===== src/rtl/uart_arb_pkg.sv =====
// Shared types and constants for the UART TX arbiter: FSM encoding, source ids
// and small index helpers used by the arbiter and its round-robin picker.
package uart_arb_pkg;

  localparam int N_SRC  = 3;
  localparam int DATA_W = 8;

  localparam int SRC_CLK = 0;
  localparam int SRC_US  = 1;
  localparam int SRC_TH  = 2;

  typedef enum logic [1:0] {
    IDLE      = 2'd0,
    WAIT_BYTE = 2'd1,
    WAIT_ACC  = 2'd2,
    WAIT_DONE = 2'd3
  } arb_state_e;

  // Successor of a source index, wrapping after the last source.
  function automatic logic [1:0] next_src(input logic [1:0] idx);
    logic [1:0] nxt;
    if (idx >= 2'(SRC_TH)) nxt = 2'(SRC_CLK);
    else                   nxt = idx + 2'd1;
    return nxt;
  endfunction

  function automatic logic [N_SRC-1:0] idx_to_onehot(input logic [1:0] idx);
    logic [N_SRC-1:0] oh;
    oh = '0;
    case (idx)
      2'(SRC_CLK): oh = 3'b001;
      2'(SRC_US):  oh = 3'b010;
      2'(SRC_TH):  oh = 3'b100;
      default:     oh = '0;
    endcase
    return oh;
  endfunction

endpackage


===== src/rtl/uart_tx_arbiter_if.sv =====
// Bundle between the report sources, the arbiter and the shared uart_tx core.
// master = arbiter side, slave = sources plus serializer side.
interface uart_tx_arbiter_if;
  import uart_arb_pkg::*;

  logic [N_SRC-1:0]        req;
  logic [N_SRC-1:0]        byte_valid;
  logic [N_SRC*DATA_W-1:0] byte_data;
  logic [N_SRC-1:0]        byte_last;
  logic [N_SRC-1:0]        byte_ack;
  logic [N_SRC-1:0]        grant;
  logic                    tx_start;
  logic [DATA_W-1:0]       tx_data;
  logic                    tx_busy;
  logic                    timeout_err;

  modport master (
    input  req, byte_valid, byte_data, byte_last, tx_busy,
    output byte_ack, grant, tx_start, tx_data, timeout_err
  );

  modport slave (
    output req, byte_valid, byte_data, byte_last, tx_busy,
    input  byte_ack, grant, tx_start, tx_data, timeout_err
  );

endinterface


===== src/rtl/rr_pick3.sv =====
// Combinational round-robin picker: first asserted request scanning ptr,
// ptr+1, ptr+2 (mod 3). onehot is zero when nothing is requesting.
module rr_pick3
  import uart_arb_pkg::*;
(
  input  logic [N_SRC-1:0] req,
  input  logic [1:0]       ptr,
  output logic [N_SRC-1:0] onehot,
  output logic [1:0]       idx
);

  logic [1:0] cand;
  logic       found;

  always_comb begin
    onehot = '0;
    found  = 1'b0;
    cand   = (ptr > 2'(SRC_TH)) ? 2'(SRC_CLK) : ptr;
    idx    = cand;
    for (int k = 0; k < N_SRC; k++) begin
      if (!found && req[cand]) begin
        found = 1'b1;
        idx   = cand;
      end
      cand = next_src(cand);
    end
    if (found) onehot = idx_to_onehot(idx);
  end

endmodule


===== src/rtl/uart_tx_arbiter.sv =====
// Round-robin sharing of one uart_tx among three report sources, one whole
// message per grant. Optional byte-gap watchdog under `ARB_TIMEOUT_EN.
module uart_tx_arbiter
  import uart_arb_pkg::*;
#(
  parameter int TIMEOUT_CYC = 1_000_000
)(
  input  logic              clk,
  input  logic              reset_n,
  uart_tx_arbiter_if.master bus
);

  arb_state_e        state_q, state_d;
  logic [N_SRC-1:0]  grant_q, grant_d;
  logic [1:0]        owner_q, owner_d;
  logic [1:0]        rr_ptr_q, rr_ptr_d;
  logic              last_q, last_d;
  logic [DATA_W-1:0] tx_data_q, tx_data_d;
  logic              tx_start_q, tx_start_d;
  logic [N_SRC-1:0]  byte_ack_q, byte_ack_d;

  logic [N_SRC-1:0]  pick_onehot;
  logic [1:0]        pick_idx;
  logic              owner_req, owner_valid, owner_last;
  logic [DATA_W-1:0] owner_byte;
  logic              wd_fire;

  localparam logic [19:0] TO_LAST = 20'(TIMEOUT_CYC - 1);

  rr_pick3 u_pick (
    .req    (bus.req),
    .ptr    (rr_ptr_q),
    .onehot (pick_onehot),
    .idx    (pick_idx)
  );

  assign owner_req   = bus.req[owner_q];
  assign owner_valid = bus.byte_valid[owner_q];
  assign owner_last  = bus.byte_last[owner_q];
  assign owner_byte  = bus.byte_data[owner_q*DATA_W +: DATA_W];

  always_comb begin
    state_d    = state_q;
    grant_d    = grant_q;
    owner_d    = owner_q;
    rr_ptr_d   = rr_ptr_q;
    last_d     = last_q;
    tx_data_d  = tx_data_q;
    tx_start_d = 1'b0;
    byte_ack_d = '0;
    case (state_q)
      IDLE: begin
        // A residual frame on the line holds off any new owner.
        if (!bus.tx_busy && (|bus.req)) begin
          grant_d = pick_onehot;
          owner_d = pick_idx;
          state_d = WAIT_BYTE;
        end
      end
      WAIT_BYTE: begin
        if (!owner_req || wd_fire) begin
          grant_d  = '0;
          rr_ptr_d = next_src(owner_q);
          state_d  = IDLE;
        end else if (owner_valid) begin
          tx_data_d  = owner_byte;
          tx_start_d = 1'b1;
          byte_ack_d = idx_to_onehot(owner_q);
          last_d     = owner_last;
          state_d    = WAIT_ACC;
        end
      end
      WAIT_ACC: begin
        // A withdrawn request ends the message after the byte in flight.
        if (!owner_req) last_d = 1'b1;
        if (bus.tx_busy) state_d = WAIT_DONE;
      end
      WAIT_DONE: begin
        if (!bus.tx_busy) begin
          if (last_q || !owner_req) begin
            grant_d  = '0;
            rr_ptr_d = next_src(owner_q);
            state_d  = IDLE;
          end else begin
            state_d = WAIT_BYTE;
          end
        end else if (!owner_req) begin
          last_d = 1'b1;
        end
      end
      default: state_d = IDLE;
    endcase
  end

  always_ff @(posedge clk or negedge reset_n) begin
    if (!reset_n) begin
      state_q    <= IDLE;
      grant_q    <= '0;
      owner_q    <= '0;
      rr_ptr_q   <= '0;
      last_q     <= 1'b0;
      tx_data_q  <= '0;
      tx_start_q <= 1'b0;
      byte_ack_q <= '0;
    end else begin
      state_q    <= state_d;
      grant_q    <= grant_d;
      owner_q    <= owner_d;
      rr_ptr_q   <= rr_ptr_d;
      last_q     <= last_d;
      tx_data_q  <= tx_data_d;
      tx_start_q <= tx_start_d;
      byte_ack_q <= byte_ack_d;
    end
  end

  assign bus.grant    = grant_q;
  assign bus.tx_data  = tx_data_q;
  assign bus.tx_start = tx_start_q;
  assign bus.byte_ack = byte_ack_q;

`ifdef ARB_TIMEOUT_EN
  logic [19:0] wd_cnt_q;
  logic        timeout_err_q;

  // Owner still requesting but silent for the whole gap budget.
  assign wd_fire = (state_q == WAIT_BYTE) && owner_req && !owner_valid &&
                   (wd_cnt_q == TO_LAST);

  always_ff @(posedge clk or negedge reset_n) begin
    if (!reset_n) begin
      wd_cnt_q      <= '0;
      timeout_err_q <= 1'b0;
    end else begin
      if (state_d == WAIT_BYTE && state_q != WAIT_BYTE) wd_cnt_q <= '0;
      else if (state_q == WAIT_BYTE)                    wd_cnt_q <= wd_cnt_q + 20'd1;
      if (wd_fire) timeout_err_q <= 1'b1;
    end
  end

  assign bus.timeout_err = timeout_err_q;
`else
  logic unused_wd_cfg;
  assign unused_wd_cfg   = ^TO_LAST;
  assign wd_fire         = 1'b0;
  assign bus.timeout_err = 1'b0;
`endif

endmodule


===== src/flat_wrapper.sv =====
// flat-port wrapper written by rule: the top's interface ports become plain ports
module uart_tx_arbiter_flat import uart_arb_pkg::*;
#(
  parameter int TIMEOUT_CYC = 1_000_000
)
  (clk, reset_n, bus_req, bus_byte_valid, bus_byte_data, bus_byte_last, bus_tx_busy, bus_byte_ack, bus_grant, bus_tx_start, bus_tx_data, bus_timeout_err);
  uart_tx_arbiter_if bus_i ();
  input  logic clk;
  input  logic reset_n;
  input wire logic [$bits(bus_i.req)-1:0] bus_req;
  input wire logic [$bits(bus_i.byte_valid)-1:0] bus_byte_valid;
  input wire logic [$bits(bus_i.byte_data)-1:0] bus_byte_data;
  input wire logic [$bits(bus_i.byte_last)-1:0] bus_byte_last;
  input wire logic [$bits(bus_i.tx_busy)-1:0] bus_tx_busy;
  output wire logic [$bits(bus_i.byte_ack)-1:0] bus_byte_ack;
  output wire logic [$bits(bus_i.grant)-1:0] bus_grant;
  output wire logic [$bits(bus_i.tx_start)-1:0] bus_tx_start;
  output wire logic [$bits(bus_i.tx_data)-1:0] bus_tx_data;
  output wire logic [$bits(bus_i.timeout_err)-1:0] bus_timeout_err;
  assign bus_i.req = bus_req;
  assign bus_i.byte_valid = bus_byte_valid;
  assign bus_i.byte_data = bus_byte_data;
  assign bus_i.byte_last = bus_byte_last;
  assign bus_i.tx_busy = bus_tx_busy;
  assign bus_byte_ack = bus_i.byte_ack;
  assign bus_grant = bus_i.grant;
  assign bus_tx_start = bus_i.tx_start;
  assign bus_tx_data = bus_i.tx_data;
  assign bus_timeout_err = bus_i.timeout_err;
  uart_tx_arbiter #(.TIMEOUT_CYC(TIMEOUT_CYC)) u_core (.clk(clk), .reset_n(reset_n), .bus(bus_i));
endmodule

===== config.mk =====
export PLATFORM = sky130hd
export DESIGN_NAME = uart_tx_arbiter_flat
export DESIGN_NICKNAME = d
export VERILOG_FILES = /design/src/rtl/uart_arb_pkg.sv /design/src/rtl/uart_tx_arbiter_if.sv /design/src/rtl/rr_pick3.sv /design/src/rtl/uart_tx_arbiter.sv /design/src/flat_wrapper.sv
export SDC_FILE = /design/constraint.sdc
export NUM_CORES = 1
export LEC_CHECK = 0
export CELL_PAD_IN_SITES_DETAIL_PLACEMENT = 0
export CELL_PAD_IN_SITES_GLOBAL_PLACEMENT = 1
export CORE_MARGIN = 10
export CORE_UTILIZATION = 45
export DETAILED_ROUTE_END_ITERATION = 10
export DONT_BUFFER_PORTS = 1
export PLACE_DENSITY = 0.74
export SLEW_MARGIN = 10
export SYNTH_ARGS = -nofsm -noshare
export SYNTH_HDL_FRONTEND = slang
export SYNTH_SLANG_ARGS = --single-unit

===== constraint.sdc =====
create_clock -name clk -period 4.05 [get_ports clk]
set_clock_uncertainty 0.05 [all_clocks]
set_input_delay 1.0125 -clock clk [delete_from_list [all_inputs] [get_ports clk]]
set_output_delay 1.0125 -clock clk [all_outputs]
set_load 0.03 [all_outputs]

[After elaboration in Yosys (flattened, before gate mapping)]
Cells that the tools add are included.
Operators by class
  add/subtract/negate cells: 3
  order comparisons: 8
  eq/ne operators: 16
  shift-type cells: 1
  multiplexer cells: 51
  reduce and logical (&&, ||, !) cells: 21
Operator list (count)
  two-way mux 2 bit: 14
  case mux 3 bit (3 select lines): 3
  two-way mux 3 bit: 8
  indexed part select 24 x 6 -> 8 bit: 1
  two-way mux 1 bit: 17
  binary-select mux 1 bit (select 2 bit): 6
  less-than comparator 2 x 3 -> 1 bit (second input constant): 4
  AND reduction 4 bit: 3
  equality test 2 bit (second input constant): 4
  != test 2 x 1 -> 1 bit (second input constant): 4
  != test 2 bit (second input constant): 4
  case mux 2 bit (4 select lines): 1
  adder 2 x 1 -> 2 bit (second input constant): 3
  equality test 2 x 1 -> 1 bit (second input constant): 3
  >= comparator 2 bit (second input constant): 3
  logical NOT 2 bit: 3
  nonzero test 3 bit: 2
  AND reduction 5 bit: 1
  logical NOT 1 bit: 4
  case mux 2 bit (2 select lines): 1
  logical AND 1 bit: 3
  != test 3 bit (second input constant): 1
  case mux 1 bit (3 select lines): 1
  AND reduction 3 bit: 1
  5 further kinds: 5
Storage, ports and cells
  flip-flop bits (word level): 22
  bits of input ports: 36
  output and inout port bits: 16
  word-level logic and storage cells: 108

[Depth between registers and ports, before layout]
Gate-level depths: netlist of the first run.
  word-level depth: 16
  mapped depth: 7
  depth with buffers taken out: 7

[Hierarchy]
A second synthesis of the first run with hierarchy kept.
Unflattened totals
  cells, all modules: 129
  area, all modules: 1358.8 µm²
By module, submodules not included
  uart_tx_arbiter: times used 1, cells each 100, area each 1168.6 µm², seq. area each 550.5 µm²
  rr_pick3: times used 1, cells each 29, area each 190.2 µm², seq. area each 0.0 µm²

[Least setup slack after synthesis of the first run]
No wires, ideal clock.
  path kind: input -> register
  from: in bus_req[1]
  to: reg u_core.owner_q[1]
  setup time: 0.125 ns
  data arrival time: 2.132 ns
  data required time: 3.875 ns
  slack: 1.743 ns
  cell stages on the path: 5
  path buffers: 0
  path through: a22o_1 -> a211oi_1 -> nor2_1 -> a221o_1 -> mux2_2
On the way
  word-level cells in the longest chain between the ends: 9
  elaborated cells between the ends (all ways): 17
  those cells by class: 10 x mux; 7 x reduce/logical
Ends and longest elaborated chain
  from (decl): RTL line flat_wrapper.sv:10  | input wire logic [$bits(bus_i.req)-1:0] bus_req;
  binary-select mux 1 bit (select 2 bit): RTL line rr_pick3.sv:21  | if (!found && req[cand]) begin
  two-way mux 1 bit (not written as such): RTL line rr_pick3.sv:21
  two-way mux 1 bit: RTL line rr_pick3.sv:21
  logical NOT 1 bit: RTL line rr_pick3.sv:21
  logical AND 1 bit: RTL line rr_pick3.sv:21
  two-way mux 1 bit: RTL line rr_pick3.sv:21
  logical NOT 1 bit: RTL line rr_pick3.sv:21
  logical AND 1 bit: RTL line rr_pick3.sv:21
  two-way mux 2 bit: RTL line rr_pick3.sv:21
  to (signal assigned): RTL line uart_tx_arbiter.sv:108  | owner_q <= owner_d;
  to (decl): RTL line uart_tx_arbiter.sv:15  | logic [1:0] owner_q, owner_d;
Parallel ways exist; a longest one is shown, timed or not. The select of a mux whose other input is x is not followed.
A chain may end at the register's enable or synchronous reset.

[Worst setup path after layout of the first run]
  from: reg u_core.owner_q[1]
  to: reg u_core.byte_ack_q[2], in the netlist u_core.bus.byte_ack[2]
On the way
  word-level cells in the longest chain between the ends: 5
  elaborated cells between the ends (all ways): 11
  those cells by class: 2 x eq/ne; 8 x mux; 1 x reduce/logical
Ends and longest elaborated chain
  equality test 2 bit, or another cell as far along: RTL line uart_arb_pkg.sv:30  | case (idx)
  case mux 3 bit (3 select lines) / two-way mux 1 bit (equally long branches): RTL line uart_arb_pkg.sv:30, uart_tx_arbiter.sv:38
  two-way mux 3 bit: RTL line uart_tx_arbiter.sv:65  | end else if (owner_valid) begin
  two-way mux 3 bit *: RTL line uart_tx_arbiter.sv:61  | if (!owner_req || wd_fire) begin
  two-way mux 3 bit *: RTL line uart_tx_arbiter.sv:51  | case (state_q)
  via u_core.byte_ack_d[2]: RTL line uart_tx_arbiter.sv:20  | logic [N_SRC-1:0] byte_ack_q, byte_ack_d;
  to (signal assigned): RTL line uart_tx_arbiter.sv:113  | byte_ack_q <= byte_ack_d;
  to (decl): RTL line uart_tx_arbiter.sv:20
Mark *: on every way through the listed nets, which the timed path passes. The rest lies on a longest branch. The select of a mux whose other input is x is not followed.

==> results of run 1 <==
-- worst max-delay path, stage by stage, from the launching register on --
cell	delay, ns
sky130_fd_sc_hd__dfrtp_1	0.72
sky130_fd_sc_hd__nor2b_2	0.58
sky130_fd_sc_hd__a22oi_2	0.22
sky130_fd_sc_hd__or4b_4	0.68
sky130_fd_sc_hd__inv_1	0.12
sky130_fd_sc_hd__and3_1	0.16
-- per-stage QoR --
step,total power (uW),hold slack (ns)
floorplan,974,0.427
global placement,1050,0.464
detailed placement,1070,0.476
CTS,1240,0.303
global route,1340,0.281
finish,1230,0.309
-- where the power goes --
part	leakage [uW]	internal [uW]	switching, uW
registers	0.000284	297	213
clock network	0.0000279	100	70.5
logic	0.000373	243	305
-- per-layer routing --
layer,GRT usage,up-vias,share of wire
met4,0.0167,0,0.0041
met5,0,-,0
met2,0.188,40,0.47
met3,0.0606,2,0.10
met1,0.138,499,0.43
li1,-,564,-
-- final cells by class --
| class | instances | area [um^2] |
|---|---|---|
| clock buffer | 3 | 22.5 |
| clock inverter | 1 | 30.0 |
| fill | 298 | 1570 |
| inverter | 7 | 26.3 |
| multi-input combinational | 120 | 823 |
| sequential | 22 | 551 |
| tap | 44 | 55.1 |
-- sequential cells by signal, indices dropped and copies added, names as in the netlist, named ones only --
name and count:
u_core.bus.byte_ack 3, u_core.bus.grant 3, u_core.bus.tx_data 8, u_core.bus.tx_start 1, u_core.last_q 1, u_core.owner_q 2, u_core.rr_ptr_q 2, u_core.state_q 1
-- cell usage in the layout, fill, tap and decap left out, types with 4 or more instances in the layout --
cell | netlist | routed
sky130_fd_sc_hd__ha_1 | 4 | 4
sky130_fd_sc_hd__o21ai_0 | 5 | 5
sky130_fd_sc_hd__o21bai_1 | 4 | 4
sky130_fd_sc_hd__o21ai_2 | 8 | 8
sky130_fd_sc_hd__nand2_1 | 14 | 14
sky130_fd_sc_hd__dfrtp_1 | 22 | 22
sky130_fd_sc_hd__nor3_1 | 4 | 4
sky130_fd_sc_hd__inv_1 | 7 | 7
sky130_fd_sc_hd__mux2i_1 | 11 | 11
sky130_fd_sc_hd__nor2_1 | 17 | 17
sky130_fd_sc_hd__a21oi_1 | 10 | 10
-- cell families after synthesis --
logic type                 after synthesis  share of synthesized area
AOI/OAI and AO/OA                       48                      0.245
adders and majority gates                4                     0.0344
buffers and inverters                   14                     0.0551
DFF                                     22                      0.379
muxes                                   13                     0.0938
other                                    1                    0.00258
and+or+nand+nor                         54                      0.190
-- how the worst min path moves through the flow --
stage / start / end / slack [ns] / depth (start not counted)
2_1_floorplan: u_core.last_q$_DFFE_PN0P_ / u_core.last_q$_DFFE_PN0P_ / 0.43 / 2
3_3_place_gp: u_core.last_q$_DFFE_PN0P_ / u_core.last_q$_DFFE_PN0P_ / 0.46 / 2
3_5_place_dp: u_core.last_q$_DFFE_PN0P_ / u_core.last_q$_DFFE_PN0P_ / 0.48 / 2
4_1_cts: reset_n / u_core.bus.grant[2]$_DFFE_PN0P_ / 0.30 / 0
5_1_grt: reset_n / u_core.bus.grant[2]$_DFFE_PN0P_ / 0.28 / 0
6_report: reset_n / u_core.bus.grant[2]$_DFFE_PN0P_ / 0.31 / 0
==> impl_metrics.xml, run 1 <==
<?xml version="1.0" encoding="UTF-8"?>
<metrics>
  <group name="setup_path">
    <metric name="crit_type" unit="">reg2reg</metric>
    <metric name="worstSetupStartpoint" unit="">u_core.owner_q[1]$_DFFE_PN0P_</metric>
    <metric name="critical_path_sink" unit="">u_core.bus.byte_ack[2]$_DFF_PN0_</metric>
    <metric name="critical_path_peak_fanout" unit="">22</metric>
    <metric name="reg2reg_setup_slack" unit="ns">1.46</metric>
    <metric name="critical_path.endpoint_type" unit="">flip-flop</metric>
    <metric name="critical_path_arrival" unit="ns">2.81</metric>
    <metric name="reg2reg_from" unit="">u_core.owner_q[1]$_DFFE_PN0P_</metric>
    <metric name="r2r.worst_path.cells" unit="">5</metric>
    <metric name="rr_endpoint" unit="">u_core.bus.byte_ack[2]$_DFF_PN0_</metric>
    <metric name="crit_required" unit="ns">4.27</metric>
    <metric name="sort_of_element_at_the_start_of_the_critical_path" unit="">flip-flop</metric>
  </group>
  <group name="clocking">
    <metric name="numClockSinks" unit="">22</metric>
    <metric name="worstSkewPairLatency" unit="ns">0.32</metric>
    <metric name="cts-root-to-sink-buffers" unit="">2</metric>
    <metric name="htreeDepth" unit="">1</metric>
    <metric name="clock_tree_from_tritoncts" unit="">yes</metric>
    <metric name="post_cts_resized" unit="">0</metric>
    <metric name="buffer_type_at_the_clock_tree_root" unit="">sky130_fd_sc_hd__clkbuf_4</metric>
    <metric name="clkSlewWorstSetupHoldPaths" unit="ns">0.14</metric>
    <metric name="cts.hold.buffers_added" unit="">0</metric>
    <metric name="cts_setup_buffers" unit="">0</metric>
    <metric name="cts_made_buffers" unit="">3</metric>
  </group>
  <group name="layout">
    <metric name="flow.area_growth_from_synthesis" unit="%">3.70</metric>
    <metric name="post_route_cell_area" unit="um^2">1510</metric>
    <metric name="num_antenna_cells" unit="">0</metric>
    <metric name="post-route-util" unit="">0.490</metric>
    <metric name="drive_above_1_share" unit="">0.144</metric>
    <metric name="fin_cells" unit="">197</metric>
    <metric name="final_nets" unit="">194</metric>
  </group>
  <group name="floorplanning">
    <metric name="core-area" unit="um^2">3080</metric>
    <metric name="initial_core_util" unit="">0.472</metric>
    <metric name="die_y" unit="um">76.8</metric>
    <metric name="placementRows" unit="">20</metric>
    <metric name="fp.dieArea" unit="um^2">5900</metric>
    <metric name="die_width" unit="um">76.8</metric>
    <metric name="io_pins" unit="">52</metric>
  </group>
  <group name="power">
    <metric name="power.leakage" unit="uW">0.000684</metric>
    <metric name="vdd.ir_drop.worst" unit="mV">0.379</metric>
    <metric name="powerDensity" unit="nW/um^2">815</metric>
  </group>
  <group name="synth">
    <metric name="synth_cell_type_count" unit="">45</metric>
    <metric name="synth.yosys.seq_area_share" unit="">0.379</metric>
    <metric name="netlist_top_cells_count" unit="">sky130_fd_sc_hd__dfrtp_1, sky130_fd_sc_hd__nor2_1, sky130_fd_sc_hd__nand2_1, sky130_fd_sc_hd__mux2i_1, sky130_fd_sc_hd__a21oi_1</metric>
    <metric name="asyncSetResetFlopFracSynth" unit="">1.00</metric>
    <metric name="synth_ff_type" unit="">sky130_fd_sc_hd__dfrtp_1</metric>
    <metric name="syn_avg_cell_area" unit="um^2">9.32</metric>
    <metric name="postSynthCellCount" unit="">156</metric>
    <metric name="syn_nets" unit="">196</metric>
    <metric name="yosys-top-cells-area" unit="">sky130_fd_sc_hd__dfrtp_1, sky130_fd_sc_hd__mux2i_1, sky130_fd_sc_hd__o21ai_2, sky130_fd_sc_hd__nor2_1, sky130_fd_sc_hd__nand2_1</metric>
    <metric name="synth_top_area_share" unit="">0.379</metric>
    <metric name="post-synth-top-area-cell" unit="">sky130_fd_sc_hd__dfrtp_1</metric>
    <metric name="syn_area" unit="um^2">1450</metric>
    <metric name="synth-seq-cells" unit="">22</metric>
    <metric name="synth-edff-count" unit="">0</metric>
    <metric name="synth-warning-count" unit="">0</metric>
    <metric name="post-synth-top-count-cell" unit="">sky130_fd_sc_hd__dfrtp_1</metric>
  </group>
  <group name="drt">
    <metric name="routedWlPerCell" unit="um">17.2</metric>
    <metric name="remaining_drc_errors" unit="">0</metric>
    <metric name="viasPerCell" unit="">5.61</metric>
    <metric name="dr.pass1.iters" unit="">4</metric>
    <metric name="drt_iter0_drc" unit="">38</metric>
    <metric name="finalWirelength" unit="um">3390</metric>
    <metric name="route.vias.total" unit="">1105</metric>
    <metric name="drt.antenna.violating_nets" unit="">0</metric>
  </group>
  <group name="global_route">
    <metric name="grt_overflow" unit="">0</metric>
    <metric name="grt.total_usage" unit="">0.117</metric>
    <metric name="global_route_wire_length_before_repair" unit="um">5840</metric>
    <metric name="antenna_found_initial" unit="">0</metric>
    <metric name="first_global_vias" unit="">1179</metric>
    <metric name="maximum_number_of_pins_on_one_net_before_global_route_repair" unit="">23</metric>
  </group>
  <group name="sta">
    <metric name="hold_viol" unit="">0</metric>
    <metric name="period_share" unit="">0.639</metric>
    <metric name="period_needed" unit="ns">2.59</metric>
    <metric name="relSlewSlack" unit="">0.430</metric>
    <metric name="drv_slew" unit="">0</metric>
    <metric name="setup_violations" unit="">0</metric>
    <metric name="timing_worst_slew_pin_value" unit="ns">0.855</metric>
    <metric name="finalWorstSetupSlack" unit="ns">1.46</metric>
    <metric name="fmax" unit="MHz">386</metric>
    <metric name="fin_setup_tns" unit="ns">0</metric>
    <metric name="setup_repair_after_global_routing_missed_its_margin" unit="">false</metric>
  </group>
  <group name="place">
    <metric name="port_buffers" unit="">0</metric>
    <metric name="dp_slack" unit="ns">1.48</metric>
    <metric name="detailed_place_hpwl" unit="um">2680</metric>
    <metric name="placed_cell_area" unit="um^2">1460</metric>
    <metric name="routabilityCongestion" unit="">0.844</metric>
    <metric name="dpl.cell_count" unit="">193</metric>
  </group>
  <group name="run">
    <metric name="max-cap-violations" unit="">0</metric>
  </group>
  <group name="outcome">
    <metric name="result_of_the_run" unit="">finished, final reports clean</metric>
  </group>
  <group name="worst_hold_path">
    <metric name="worst_hold_path_type" unit="">in2async</metric>
  </group>
</metrics>
(Power assumes the default switching activity.)
==> run 2, diff against run 1 <==
- clock period: 4.05 -> 2.7 ns (I/O delays scaled with it)
==> run 2 against run 1 <==
- hold slack better by 0.16 ns
- largest cell class unchanged
- non-clock buffer count up 4
- register-to-register slack got worse by 0.91 ns
- sequential power rose by 37%
- clock-buffer cell count stayed put
==> impl_metrics.xml, run 2 (same netlist as run 1, synthesis figures left out) <==
<?xml version="1.0" encoding="UTF-8"?>
<metrics>
  <group name="setup_path">
    <metric name="worstSetupStartpoint" unit="">u_core.rr_ptr_q[0]$_DFFE_PN0P_</metric>
    <metric name="sort_of_element_at_the_start_of_the_critical_path" unit="">flip-flop</metric>
    <metric name="rr_endpoint" unit="">u_core.owner_q[1]$_DFFE_PN0P_</metric>
    <metric name="crit_required" unit="ns">2.87</metric>
    <metric name="critical_path_peak_fanout" unit="">7</metric>
    <metric name="critical_path_sink" unit="">u_core.owner_q[1]$_DFFE_PN0P_</metric>
    <metric name="r2r.worst_path.cells" unit="">7</metric>
    <metric name="critical_path_arrival" unit="ns">2.32</metric>
    <metric name="reg2reg_setup_slack" unit="ns">0.55</metric>
    <metric name="critical_path.endpoint_type" unit="">flip-flop</metric>
    <metric name="reg2reg_from" unit="">u_core.rr_ptr_q[0]$_DFFE_PN0P_</metric>
    <metric name="crit_type" unit="">reg2reg</metric>
  </group>
  <group name="sta">
    <metric name="hold_viol" unit="">0</metric>
    <metric name="period_needed" unit="ns">2.15</metric>
    <metric name="relSlewSlack" unit="">0.334</metric>
    <metric name="timing_worst_slew_pin_value" unit="ns">0.996</metric>
    <metric name="fmax" unit="MHz">465</metric>
    <metric name="drv_slew" unit="">0</metric>
    <metric name="fin_setup_tns" unit="ns">0</metric>
    <metric name="fin_worst_hold_slack" unit="ns">0.472</metric>
    <metric name="period_share" unit="">0.796</metric>
    <metric name="setup_violations" unit="">0</metric>
    <metric name="setup_repair_after_global_routing_missed_its_margin" unit="">false</metric>
  </group>
  <group name="place">
    <metric name="port_buffers" unit="">0</metric>
    <metric name="routabilityCongestion" unit="">0.879</metric>
    <metric name="dpl.cell_count" unit="">196</metric>
    <metric name="detailed_place_hpwl" unit="um">2680</metric>
  </group>
  <group name="clocking">
    <metric name="clkSlewWorstSetupHoldPaths" unit="ns">0.13</metric>
    <metric name="cts_setup_buffers" unit="">0</metric>
    <metric name="cts_made_buffers" unit="">3</metric>
    <metric name="htreeDepth" unit="">1</metric>
    <metric name="worstSkewPairLatency" unit="ns">0.32</metric>
    <metric name="buffer_type_at_the_clock_tree_root" unit="">sky130_fd_sc_hd__clkbuf_4</metric>
    <metric name="clock_tree_from_tritoncts" unit="">yes</metric>
    <metric name="cts-root-to-sink-buffers" unit="">2</metric>
    <metric name="numClockSinks" unit="">22</metric>
  </group>
  <group name="layout">
    <metric name="final_nets" unit="">198</metric>
    <metric name="drive_above_1_share" unit="">0.159</metric>
    <metric name="num_antenna_cells" unit="">0</metric>
    <metric name="largest_reg_flops" unit="">8</metric>
    <metric name="final_cell_mix" unit="">sky130_fd_sc_hd__dfrtp_1, sky130_fd_sc_hd__nor2_1, sky130_fd_sc_hd__nand2_1</metric>
    <metric name="layout_commonest_cell" unit="">sky130_fd_sc_hd__dfrtp_1</metric>
    <metric name="fin_cells" unit="">201</metric>
    <metric name="flow.area_growth_from_synthesis" unit="%">5.94</metric>
    <metric name="post-route-util" unit="">0.500</metric>
  </group>
  <group name="global_route">
    <metric name="maximum_number_of_pins_on_one_net_before_global_route_repair" unit="">23</metric>
    <metric name="antenna_found_initial" unit="">0</metric>
    <metric name="first_global_vias" unit="">1211</metric>
    <metric name="global_route_wire_length_before_repair" unit="um">5850</metric>
    <metric name="grt_overflow" unit="">0</metric>
    <metric name="grt.total_usage" unit="">0.116</metric>
  </group>
  <group name="drt">
    <metric name="viasPerCell" unit="">5.74</metric>
    <metric name="remaining_drc_errors" unit="">0</metric>
    <metric name="route.vias.total" unit="">1154</metric>
    <metric name="drt.antenna.violating_nets" unit="">0</metric>
    <metric name="finalWirelength" unit="um">3460</metric>
    <metric name="routedWlPerCell" unit="um">17.2</metric>
    <metric name="drt_iter0_drc" unit="">31</metric>
    <metric name="dr.pass1.iters" unit="">4</metric>
  </group>
  <group name="worst_hold_path">
    <metric name="holdCritStartpoint" unit="">bus_byte_data[9]</metric>
    <metric name="worst_hold_path_type" unit="">in2reg</metric>
  </group>
  <group name="power">
    <metric name="vdd.ir_drop.worst" unit="mV">0.424</metric>
    <metric name="powerDensity" unit="nW/um^2">1230</metric>
    <metric name="finalPower" unit="uW">1890</metric>
    <metric name="power.leakage" unit="uW">0.000703</metric>
  </group>
  <group name="floorplanning">
    <metric name="fp.dieArea" unit="um^2">5900</metric>
    <metric name="initial_core_util" unit="">0.472</metric>
    <metric name="die_y" unit="um">76.8</metric>
    <metric name="die_width" unit="um">76.8</metric>
    <metric name="core-area" unit="um^2">3080</metric>
    <metric name="placementRows" unit="">20</metric>
    <metric name="io_pins" unit="">52</metric>
  </group>
  <group name="run">
    <metric name="max-cap-violations" unit="">0</metric>
  </group>
  <group name="outcome">
    <metric name="result_of_the_run" unit="">finished, final reports clean</metric>
  </group>
</metrics>
-- run 2: worst min path at each step --
| stage | slack, ns | endpoint | cells past startpoint |
|---|---|---|---|
| after floorplan | 0.33 | async pin | 0 |
| after global placement | 0.33 | u_core.bus.grant[2]$_DFFE_PN0P_ | 0 |
| after detailed placement | 0.33 | u_core.bus.grant[2]$_DFFE_PN0P_ | 0 |
| after CTS | 0.47 | u_core.bus.tx_data[1]$_DFFE_PN0P_ | 2 |
| after global routing | 0.47 | u_core.bus.tx_data[3]$_DFFE_PN0P_ | 2 |
| final | 0.47 | u_core.bus.tx_data[1]$_DFFE_PN0P_ | 2 |
-- run 2: layout make-up --
cell class              instances  area [um^2]
repair buffers                  4         32.5
inverters                       7         26.3
clock buffers                   3         22.5
clock inverters                 1         30.0
fillers                       291         1540
flip-flops and latches         22          551
well taps                      44         55.1
multi-input cells             120          823
-- run 2: what timing repair did --
item,CTS,global route
setup endpoints to repair,0,0
hold buffers,1,0
resized for setup,0,0
hold endpoints to repair,22,0
-- run 2: critical path, cell delays in order, from the launching register on --
cell and delay [ns]:
sky130_fd_sc_hd__dfrtp_1 0.40, sky130_fd_sc_hd__inv_1 0.08, sky130_fd_sc_hd__ha_1 0.27, sky130_fd_sc_hd__a22o_1 0.26
sky130_fd_sc_hd__a211oi_1 0.27, sky130_fd_sc_hd__nor2_1 0.11, sky130_fd_sc_hd__a221o_1 0.35, sky130_fd_sc_hd__mux2_2 0.26
-- run 2: through the flow --
step,worst slack (ns),area [um^2]
after floorplan,0.700,1450
after global placement,0.614,1480
after detailed placement,0.560,1480
after CTS,0.535,1540
after global routing,0.390,1540
final,0.550,1540
-- run 2: power by group --
part	internal (uW)	switching [uW]	total (uW)
clock network	150	111	261
logic	392	541	934
registers	447	252	699
total	989	905	1890
-- run 2: layer usage --
metal,share of wire,routed length (um),global-route usage,vias to the layer above
li1,-,-,-,570
met4,0.010,35,0.0279,0
met1,0.44,1520,0.143,542
met3,0.089,309,0.0443,5
met5,0,0,0,-
met2,0.46,1590,0.185,37
